**config.mk**
```make
export PLATFORM = sky130hd
export DESIGN_NAME = mem_write_monitor
export DESIGN_NICKNAME = d
export VERILOG_FILES = /design/src/rtl/monitor_pkg.sv /design/src/rtl/write_matcher.sv /design/src/rtl/mem_write_monitor.sv
export SDC_FILE = /design/constraint.sdc
export NUM_CORES = 1
export LEC_CHECK = 0
export BUFFER_PORTS_ARGS = -buffer_cell sky130_fd_sc_hd__buf_2
export CORE_AREA = 2 2 159 161
export CTS_BUF_LIST = sky130_fd_sc_hd__clkbuf_4 sky130_fd_sc_hd__clkbuf_8 sky130_fd_sc_hd__clkbuf_16
export CTS_CLUSTER_SIZE = 25
export DETAILED_ROUTE_END_ITERATION = 8
export DIE_AREA = 0 0 161 163
export HOLD_SLACK_MARGIN = 0.05
export PLACE_DENSITY = 0.55
export SLEW_MARGIN = 20
export SYNTH_ARGS = -nofsm -noshare
export SYNTH_HDL_FRONTEND = slang
export SYNTH_SLANG_ARGS = --single-unit
```
**constraint.sdc**
```tcl
create_clock -name clk -period 8.05 [get_ports clk]
set_clock_uncertainty 0.05 [all_clocks]
set_input_delay 0 -clock clk [delete_from_list [all_inputs] [get_ports clk]]
set_output_delay 0 -clock clk [all_outputs]
set_load 0.05 [all_outputs]
```
**src/rtl/monitor_pkg.sv**
```systemverilog
// Shared types for the memory-write monitor: FSM state encoding and the
// helper that sizes the match counter.
package monitor_pkg;

   typedef enum logic [2:0] {
      IDLE    = 3'd0,
      RUN     = 3'd1,
      PASS    = 3'd2,
      FAIL    = 3'd3,
      TIMEOUT = 3'd4
   } state_t;

   function automatic int matchCntWidth(input int numChecks);
      return $clog2(numChecks + 1);
   endfunction

endpackage

```
**src/rtl/write_matcher.sv**
```systemverilog
// Combinational classifier for one processor write against the expected-write
// table: reports which entry it completes, a data mismatch, or that it is ignored.
module write_matcher #(
   parameter int ADDR_W     = 32,
   parameter int DATA_W     = 32,
   parameter int NUM_CHECKS = 4,
   parameter int IDX_W      = 3
) (
   input  logic [NUM_CHECKS*ADDR_W-1:0] expAddr,
   input  logic [NUM_CHECKS*DATA_W-1:0] expData,
   input  logic [NUM_CHECKS-1:0]        hitMask,
   input  logic [IDX_W-1:0]             index,
   input  logic                         ordered,
   input  logic                         wrValid,
   input  logic [ADDR_W-1:0]            wrAddr,
   input  logic [DATA_W-1:0]            wrData,
   output logic [NUM_CHECKS-1:0]        hit,
   output logic                         mismatch,
   output logic                         ignore
);

   logic found;
   logic hitAddrSeen;
   logic hitDataOk;

   always_comb begin
      hit         = '0;
      mismatch    = 1'b0;
      found       = 1'b0;
      hitAddrSeen = 1'b0;
      hitDataOk   = 1'b0;
      if (wrValid) begin
         if (ordered) begin
            for (int i = 0; i < NUM_CHECKS; i++) begin
               if (IDX_W'(i) == index && expAddr[i*ADDR_W +: ADDR_W] == wrAddr) begin
                  if (expData[i*DATA_W +: DATA_W] == wrData) hit[i] = 1'b1;
                  else                                       mismatch = 1'b1;
               end
            end
         end else begin
            // The lowest-index unhit entry with this address is the one the write targets.
            for (int i = 0; i < NUM_CHECKS; i++) begin
               if (!found && !hitMask[i] && expAddr[i*ADDR_W +: ADDR_W] == wrAddr) begin
                  found = 1'b1;
                  if (expData[i*DATA_W +: DATA_W] == wrData) hit[i] = 1'b1;
                  else                                       mismatch = 1'b1;
               end
            end
            for (int i = 0; i < NUM_CHECKS; i++) begin
               if (hitMask[i] && expAddr[i*ADDR_W +: ADDR_W] == wrAddr) begin
                  hitAddrSeen = 1'b1;
                  if (expData[i*DATA_W +: DATA_W] == wrData) hitDataOk = 1'b1;
               end
            end
            // A committed location overwritten with different data is corruption.
            if (!found && hitAddrSeen && !hitDataOk) mismatch = 1'b1;
         end
      end
      ignore = ~mismatch & ~(|hit);
   end

endmodule

```
**src/rtl/mem_write_monitor.sv**
```systemverilog
// Watches the processor memory-write port against a table of expected writes
// and reports a registered PASS / FAIL / TIMEOUT verdict.
//
//   state   | meaning
//   --------+---------------------------------------------------------
//   IDLE    | waiting for start
//   RUN     | counting cycles, checking writes against the table
//   PASS    | every table entry matched (sticky)
//   FAIL    | a write hit a table address with wrong data (sticky)
//   TIMEOUT | watchdog expired before completion (sticky)
module mem_write_monitor
   import monitor_pkg::*;
#(
   parameter int ADDR_W         = 32,
   parameter int DATA_W         = 32,
   parameter int NUM_CHECKS     = 4,
   parameter int ORDERED        = 1,
   parameter int TIMEOUT_CYCLES = 1000,
   parameter int CNT_W          = 16
) (
   input  logic                                  clk,
   input  logic                                  reset,
   input  logic                                  start,
   input  logic                                  MemWriteM,
   input  logic [ADDR_W-1:0]                     DataAdrM,
   input  logic [DATA_W-1:0]                     WriteDataM,
   input  logic [NUM_CHECKS*ADDR_W-1:0]          exp_addr,
   input  logic [NUM_CHECKS*DATA_W-1:0]          exp_data,
   output logic                                  done,
   output logic                                  pass,
   output logic                                  fail,
   output logic                                  timeout,
   output logic [matchCntWidth(NUM_CHECKS)-1:0]  match_cnt,
   output logic [CNT_W-1:0]                      cycle_cnt,
   output logic [ADDR_W-1:0]                     fail_addr,
   output logic [DATA_W-1:0]                     fail_data
);

   localparam int MW = matchCntWidth(NUM_CHECKS);

   state_t                 state, stateNext;
   logic [NUM_CHECKS-1:0]  hitMask, hitMaskNext, hit;
   logic [MW-1:0]          matchNext;
   logic [CNT_W-1:0]       cycleNext;
   logic [ADDR_W-1:0]      failAddrNext;
   logic [DATA_W-1:0]      failDataNext;
   logic                   mismatch, ignore;

   write_matcher #(
      .ADDR_W     (ADDR_W),
      .DATA_W     (DATA_W),
      .NUM_CHECKS (NUM_CHECKS),
      .IDX_W      (MW)
   ) u_matcher (
      .expAddr  (exp_addr),
      .expData  (exp_data),
      .hitMask  (hitMask),
      .index    (match_cnt),
      .ordered  (ORDERED != 0),
      .wrValid  (MemWriteM),
      .wrAddr   (DataAdrM),
      .wrData   (WriteDataM),
      .hit      (hit),
      .mismatch (mismatch),
      .ignore   (ignore)
   );

   always_comb begin
      stateNext    = state;
      hitMaskNext  = hitMask;
      matchNext    = match_cnt;
      cycleNext    = cycle_cnt;
      failAddrNext = fail_addr;
      failDataNext = fail_data;
      if (start) begin
         stateNext    = RUN;
         hitMaskNext  = '0;
         matchNext    = '0;
         cycleNext    = '0;
         failAddrNext = '0;
         failDataNext = '0;
      end else if (state == RUN) begin
         if (mismatch) begin
            stateNext    = FAIL;
            failAddrNext = DataAdrM;
            failDataNext = WriteDataM;
            cycleNext    = cycle_cnt + 1'b1;
         end else begin
            if (!ignore) begin
               matchNext   = match_cnt + 1'b1;
               hitMaskNext = hitMask | hit;
            end
            if (!ignore && match_cnt == MW'(NUM_CHECKS - 1)) begin
               stateNext = PASS;
               cycleNext = cycle_cnt + 1'b1;
            end else if (cycle_cnt == CNT_W'(TIMEOUT_CYCLES - 1)) begin
               // The watchdog edge leaves cycle_cnt at its limit value.
               stateNext = TIMEOUT;
            end else begin
               cycleNext = cycle_cnt + 1'b1;
            end
         end
      end
   end

   always_ff @(posedge clk or negedge reset) begin
      if (!reset) begin
         state     <= IDLE;
         hitMask   <= '0;
         match_cnt <= '0;
         cycle_cnt <= '0;
         fail_addr <= '0;
         fail_data <= '0;
         done      <= 1'b0;
         pass      <= 1'b0;
         fail      <= 1'b0;
         timeout   <= 1'b0;
      end else begin
         state     <= stateNext;
         hitMask   <= hitMaskNext;
         match_cnt <= matchNext;
         cycle_cnt <= cycleNext;
         fail_addr <= failAddrNext;
         fail_data <= failDataNext;
         done      <= (stateNext == PASS) || (stateNext == FAIL) || (stateNext == TIMEOUT);
         pass      <= (stateNext == PASS);
         fail      <= (stateNext == FAIL);
         timeout   <= (stateNext == TIMEOUT);
      end
   end

endmodule

```
Word-level counts from Yosys, hierarchy flattened
Index checks and enable logic that the tools add are counted.

Register bits: 90. Output and inout port bits: 87.

Muxes and demuxes: 38. Equal/unequal tests: 20. Bitwise gates (word level): 3. Reductions and logical operators: 15. Add/subtract/negate cells: 2.

Operator list (count): == test 32 bit (8); 2-to-1 mux 32 bit (6); 2-to-1 mux 16 bit (5); 2-to-1 mux 3 bit (9); 2-to-1 mux 1 bit (17); adder 16 x 1 -> 16 bit, second input constant (1); == test 16 x 10 -> 1 bit, second input constant (1); == test 3 x 2 -> 1 bit, second input constant (3); == test 2 x 3 -> 1 bit, first input constant (2); logical AND 1 bit (5); 2-to-1 mux 4 bit (1); inequality test 2 bit, second input constant (2); inequality test 4 bit, second input constant (1); AND reduction 2 bit (2); nonzero test 2 bit (2); OR reduction 4 bit (1); adder 3 x 1 -> 3 bit, second input constant (1); == test 1 x 3 -> 1 bit, first input constant (1); == test 3 x 1 -> 1 bit, second input constant (1); == test 3 bit, second input constant (1); zero test 3 bit (1); AND reduction 3 bit (1); logical OR 1 bit (2); inverter 1 bit (2); 2 further kinds (2).

Logic depth before layout (Yosys ltp)
Depth in word-level cells: 21. Depth in mapped cells: 12. Depth with buffers taken out: 10.

By module
A second synthesis with hierarchy kept.

Cells, all modules: 829. Area total of the unflattened synthesis: 7243.2 um^2.

Modules (own cells, without submodules): mem_write_monitor (cells each 436, sequential area each 2352.3 um^2, times used 1, area each 4096.4 um^2); write_matcher (cells each 393, sequential area each 0.0 um^2, times used 1, area each 3146.8 um^2).

Worst setup path after synthesis
Ideal clock, no wire load.

Kind: reg2reg. From: register match_cnt[2]. To: register cycle_cnt[7]. Cell stages (with the launch flop): 11. Setup time: 0.127 ns. Clock period less this slack: 2.928 ns. Setup slack: 5.122 ns. Arrival: 2.750 ns. Data required time: 7.873 ns. Cell sequence: dfrtp_1 -> inv_1 -> ha_1 -> nor2b_1 -> nand4b_1 -> nor3_1 -> and2_1 -> o41ai_2 -> a21oi_2 -> and4_1 -> mux2_1.

Word-level cells in the longest chain between the ends: 18. Elaborated cells on any way between the ends: 34. Those cells by class: 5 x eq/ne; 17 x mux; 3 x bitwise; 9 x reduce/logical.

Ends and longest elaborated chain: start, declared (line mem_write_monitor.sv:33) `output logic [matchCntWidth(NUM_CHECKS)-1:0] match_cnt,`; start signal, assigned (line mem_write_monitor.sv:121) `match_cnt <= matchNext;`; zero test 3 bit (line write_matcher.sv:35) `if (IDX_W'(i) == index && expAddr[i*ADDR_W +: ADDR_W] == wrAddr) begin`; logical AND 1 bit (line write_matcher.sv:35); 2-to-1 mux 1 bit (line write_matcher.sv:35); 2-to-1 mux 1 bit (line write_matcher.sv:36) `if (expData[i*DATA_W +: DATA_W] == wrData) hit[i] = 1'b1;`; 2-to-1 mux 1 bit (line write_matcher.sv:35); 2-to-1 mux 1 bit (line write_matcher.sv:36); 2-to-1 mux 1 bit (line write_matcher.sv:35); 2-to-1 mux 1 bit (line write_matcher.sv:36); [2 not listed]; inverter 1 bit (line write_matcher.sv:59) `ignore = ~mismatch & ~(|hit);`; bitwise AND 1 bit (line write_matcher.sv:59); zero test 1 bit (line mem_write_monitor.sv:93) `if (!ignore && match_cnt == MW'(NUM_CHECKS - 1)) begin`; logical AND 1 bit (line mem_write_monitor.sv:93); 2-to-1 mux 16 bit (line mem_write_monitor.sv:93); 2-to-1 mux 16 bit (line mem_write_monitor.sv:83) `if (mismatch) begin`; 2-to-1 mux 16 bit (line mem_write_monitor.sv:82) `end else if (state == RUN) begin`; 2-to-1 mux 16 bit (line mem_write_monitor.sv:75) `if (start) begin`; end signal, assigned (line mem_write_monitor.sv:122) `cycle_cnt <= cycleNext;`; end, declared (line mem_write_monitor.sv:34) `output logic [CNT_W-1:0] cycle_cnt,`.

Parallel ways exist; a longest one is shown, timed or not. The select of a mux whose other input is x is not followed. A chain may end at the register's enable or synchronous reset.

Final worst setup path
From: input port WriteDataM[30]. To: register cycle_cnt[7].

Word-level cells in the longest chain between the ends: 18. Elaborated cells on any way between the ends: 34. Those cells by class: 5 x eq/ne; 22 x mux; 3 x bitwise; 4 x reduce/logical.

Ends and longest elaborated chain: start, declared (line mem_write_monitor.sv:26) `input logic [DATA_W-1:0] WriteDataM,`; == test 32 bit; 2-to-1 mux 1 bit (line write_matcher.sv:36); 2-to-1 mux 1 bit (line write_matcher.sv:35); 2-to-1 mux 1 bit (line write_matcher.sv:36); 2-to-1 mux 1 bit (line write_matcher.sv:35); 2-to-1 mux 1 bit (line write_matcher.sv:36); 2-to-1 mux 1 bit (line write_matcher.sv:35); 2-to-1 mux 1 bit (line write_matcher.sv:36); [2 not listed]; inverter 1 bit (line write_matcher.sv:59); bitwise AND 1 bit (line write_matcher.sv:59); zero test 1 bit (line mem_write_monitor.sv:93); logical AND 1 bit (line mem_write_monitor.sv:93); 2-to-1 mux 16 bit (line mem_write_monitor.sv:93); 2-to-1 mux 16 bit (line mem_write_monitor.sv:83); 2-to-1 mux 16 bit (line mem_write_monitor.sv:82); 2-to-1 mux 16 bit (line mem_write_monitor.sv:75).

Parallel ways exist; a longest one is shown, timed or not. The select of a mux whose other input is x is not followed.

==> results by group <==
Run status
  – Status: finished clean

Floorplanning
  – Row count: between 50 and 60
  – Die Y-Extent: 163 um
  – Die X: roughly 160 um
  – CORE AREA: 24700 um2
  – Initial Util: 30.7%
  – Die area: 26200 um2
  – Top-level I/O count: a little over 400

Routing
  – Total number of vias: ~7.7k
  – 1st-iter DRT viols: 427
  – DRC: 0
  – Final antenna-violating net count: 0
  – Drt pass-1 iters: 4
  – Final WL: 34.6 mm
  – Via density: 4.89
  – Wire length per cell: about 22 um

Yosys
  – Synth async-reset ratio: 100%
  – Seq/Total Area, Yosys: about 30%
  – Synth Flop Type: dfrtp_1
  – Post-synth EDFFs: 0
  – Ys Warns: 0
  – Post-Syn Nets: between 1k and 1.5k
  – Library cells used by synthesis: a little under 60
  – Synthesized netlist cell count: 839
  – Yosys reg bits: 90
  – Mean Syn Cell Area: 9.02 um2
  – Mapped Area: 7570 um2

Clocking
  – Clock-pin slew of the registers on the worst-case setup and hold paths: around 70 ps
  – CTS tree: done
  – CTS resizes: 0
  – Cts hold-fix bufs: 64
  – Clock latency on the worst-skew pair: about 340 ps
  – Longest Clk Path Bufs: 2
  – CTS buffer count: 9
  – CTS Sinks: 90
  – H-tree lvl count: 3
  – # Post-CTS Setup Buffers: 0
  – CTS Root Cell: clkbuf_16

Power and ir drop
  – P_leak: 5.42 nW
  – Cell Pwr Density: 120 nW/um2
  – Pwr Total: 0.00128 W
  – Worst IR drop on VDD: 100 uV

GRT
  – First-pass GRT wire length: 49.0 mm
  – Initial antenna violation count: 4
  – GRT Residual Overflow: 0
  – Vias in the first global route: 7904
  – Largest net degree at the start of global routing: 98
  – GRT Total Usage: 25.6%

STA
  – Worst Max-Slew Pin Slew: 1080 ps
  – Highest clock rate: 274 MHz
  – Final Hold Viols: 0
  – Slew Limit Headroom: 28.1%
  – Unrepaired setup endpoints after global routing: false
  – Fin crit share: ~45%
  – Final setup viols: 0
  – Final Slew Violations: 0
  – Final setup TNS: 0 ps
  – Min Tclk post-route: 3660 ps

Cells and area
  – # nets final: between 1.5k and 2k
  – Sequential cell area: 2250 um2
  – Layout cells sized above 1: 35.9%
  – Area of the multi-input gates: 4900 um2
  – Area Growth Syn to Fin: 40.7%
  – Fillers: 2510

Worst setup path
  – Setup CP Type: in2reg
  – R2r worst-path depth: 10
  – Reg-to-reg startpoint: match_cnt[2]$_DFFE_PN0P_
  – Critical Path AT: 3830 ps
  – Slowest Stage Delay on Critical Path: between 600 and 700 ps
  – Setup crit end kind: register
  – CP Launch Type: input pin
  – R2R setup slack: 4580 ps
  – CP required: 8230 ps
  – Worst path cell trace: dlygate4sd3_1, buf_2, xor2_1, nor4_2, nand4_1, or2_2, nor2_1, o41ai_2, a21oi_2, and4_1, mux2_1
  – Worst R2R End: cycle_cnt[7]$_DFFE_PN0P_
  – CP max-delay cell: nor4_2
  – CP max FO: 16

Placed design
  – DP HPWL: 28.5 mm
  – Port Buffers: slightly above 400
  – RD Place Congestion: 0.928

Worst hold path
  – Worst Hold Class: in2reg
  – Hold depth: 3
  – Min-delay src: WriteDataM[31]
  – Worst hold endpoint: fail_data[31]$_DFFE_PN0P_

Flow run
  – Max-cap violation count: 0
==> cells in the mapped netlist, drive strengths merged (2+ instances only) <==
master	n	share of area (%)
xnor2	179	21
nor2	94	4.7
dfrtp	90	30
xor2	80	9.3
nand4	67	5.5
mux2i	66	8.7
buf	52	3.6
nor4	38	3.2
clkbuf	30	1.5
nand2	17	0.84
nand3	13	0.93
inv	11	0.55
nor2b	11	0.91
nor3	11	0.79
a21oi	8	0.58
mux2	8	1.2
and3	7	0.58
ha	6	0.99
nand2b	5	0.41
nand3b	4	0.40
a31o	3	0.35
and2	3	0.25
and4	3	0.35
nor4b	3	0.35
a2111oi	2	0.48
o21ai	2	0.13
o31ai	2	0.20
or2	2	0.17
or4	2	0.20
or4b	2	0.26
==> layout make-up <==
| type | instances | share of cell area [%] |
|---|---|---|
| clock inverters | 6 | 0.846 |
| clock buffers | 9 | 2.12 |
| flip-flops and latches | 90 | 21.2 |
| repair buffers | 477 | 25.5 |
| inverters | 11 | 0.388 |
| diodes | 3 | 0.0705 |
| well taps | 330 | 3.88 |
| multi-input cells | 656 | 46.0 |
==> layer usage <==
metal	vias up	wire [um]	GRT usage (%)
met4	2	1720	12.9
li1	3670	-	-
met3	63	2480	6.01
met5	-	13	0
met2	373	17500	46.6
met1	3627	12900	27.8
==> through the flow <==
stage                     instances  setup WS, ps  hold WS [ps]  instance area [um2]  util, %
after detailed placement       1500          4530         -1.02                 9680     39.2
final                          1582          4390          61.6                10600     43.2
after global placement         1500          4160         -3.13                 9680     39.2
after CTS                      1579          4350          53.3                10600     43.1
after global routing           1581          4200          79.9                10600     43.1
after floorplan                 839          5120          -346                 7570        -
==> cell families after synthesis <==
family          synth area share [%]
buf+inv                         5.59
mux                             9.97
flops                           29.8
simple gates                    20.4
xor+xnor                        30.0
fa+ha+maj                      0.992
compound gates                  3.32
==> critical path: cells and delay by family <==
| kind | cells | cell delay [ps] |
|---|---|---|
| AOI/OAI and AO/OA | 2 | 800 |
| xor gates and xnor gates | 1 | 200 |
| muxes | 1 | 310 |
| and+or+nand+nor | 5 | 1730 |
| buffers and inverters | 2 | 780 |
==> power breakdown <==
part           switching (W)  internal, W  total (W)
combinational       0.000197     0.000166   0.000363
clock               0.000192     0.000273   0.000465
sequential        0.00000156     0.000453   0.000455
total               0.000391     0.000892    0.00128
==> worst max-delay path by stage <==
stage / cells past startpoint / startpoint / to
2_1_floorplan: 10 / match_cnt[2]$_DFFE_PN0P_ / cycle_cnt[7]$_DFFE_PN0P_
6_report: 11 / WriteDataM[30] / cycle_cnt[7]$_DFFE_PN0P_
5_1_grt: 12 / WriteDataM[4] / fail_data[3]$_DFFE_PN0P_
4_1_cts: 11 / WriteDataM[30] / cycle_cnt[7]$_DFFE_PN0P_
3_5_place_dp: 10 / match_cnt[1]$_DFFE_PN0P_ / cycle_cnt[7]$_DFFE_PN0P_
3_3_place_gp: 10 / WriteDataM[30] / cycle_cnt[7]$_DFFE_PN0P_
==> state kept, by name, summed over array words and instances, names as in the netlist <==
signal     cells
done           1
pass           1
match_cnt      3
timeout        1
cycle_cnt     16
fail           1
fail_data     32
fail_addr     32
state          3
==> cells in the final DEF, fill, tap and decap left out, drive strengths merged, types with 2 or more instances in the layout <==
cell / n
and2: 3
mux2: 8
nand4: 67
a31o: 3
a2111oi: 2
nor3: 11
dlygate4sd3: 64
o21ai: 2
a21oi: 8
diode: 3
or4b: 2
nor4: 38
nand2: 17
inv: 13
dfrtp: 90
xor2: 80
bufinv: 2
nor2: 94
nand3: 13
nand3b: 4
nor2b: 11
xnor2: 179
o31ai: 2
nand2b: 5
and3: 7
mux2i: 66
ha: 6
buf: 413
and4: 3
or4: 2
nor4b: 3
clkbuf: 9
or2: 2
Power figures use the tool's default switching activity.
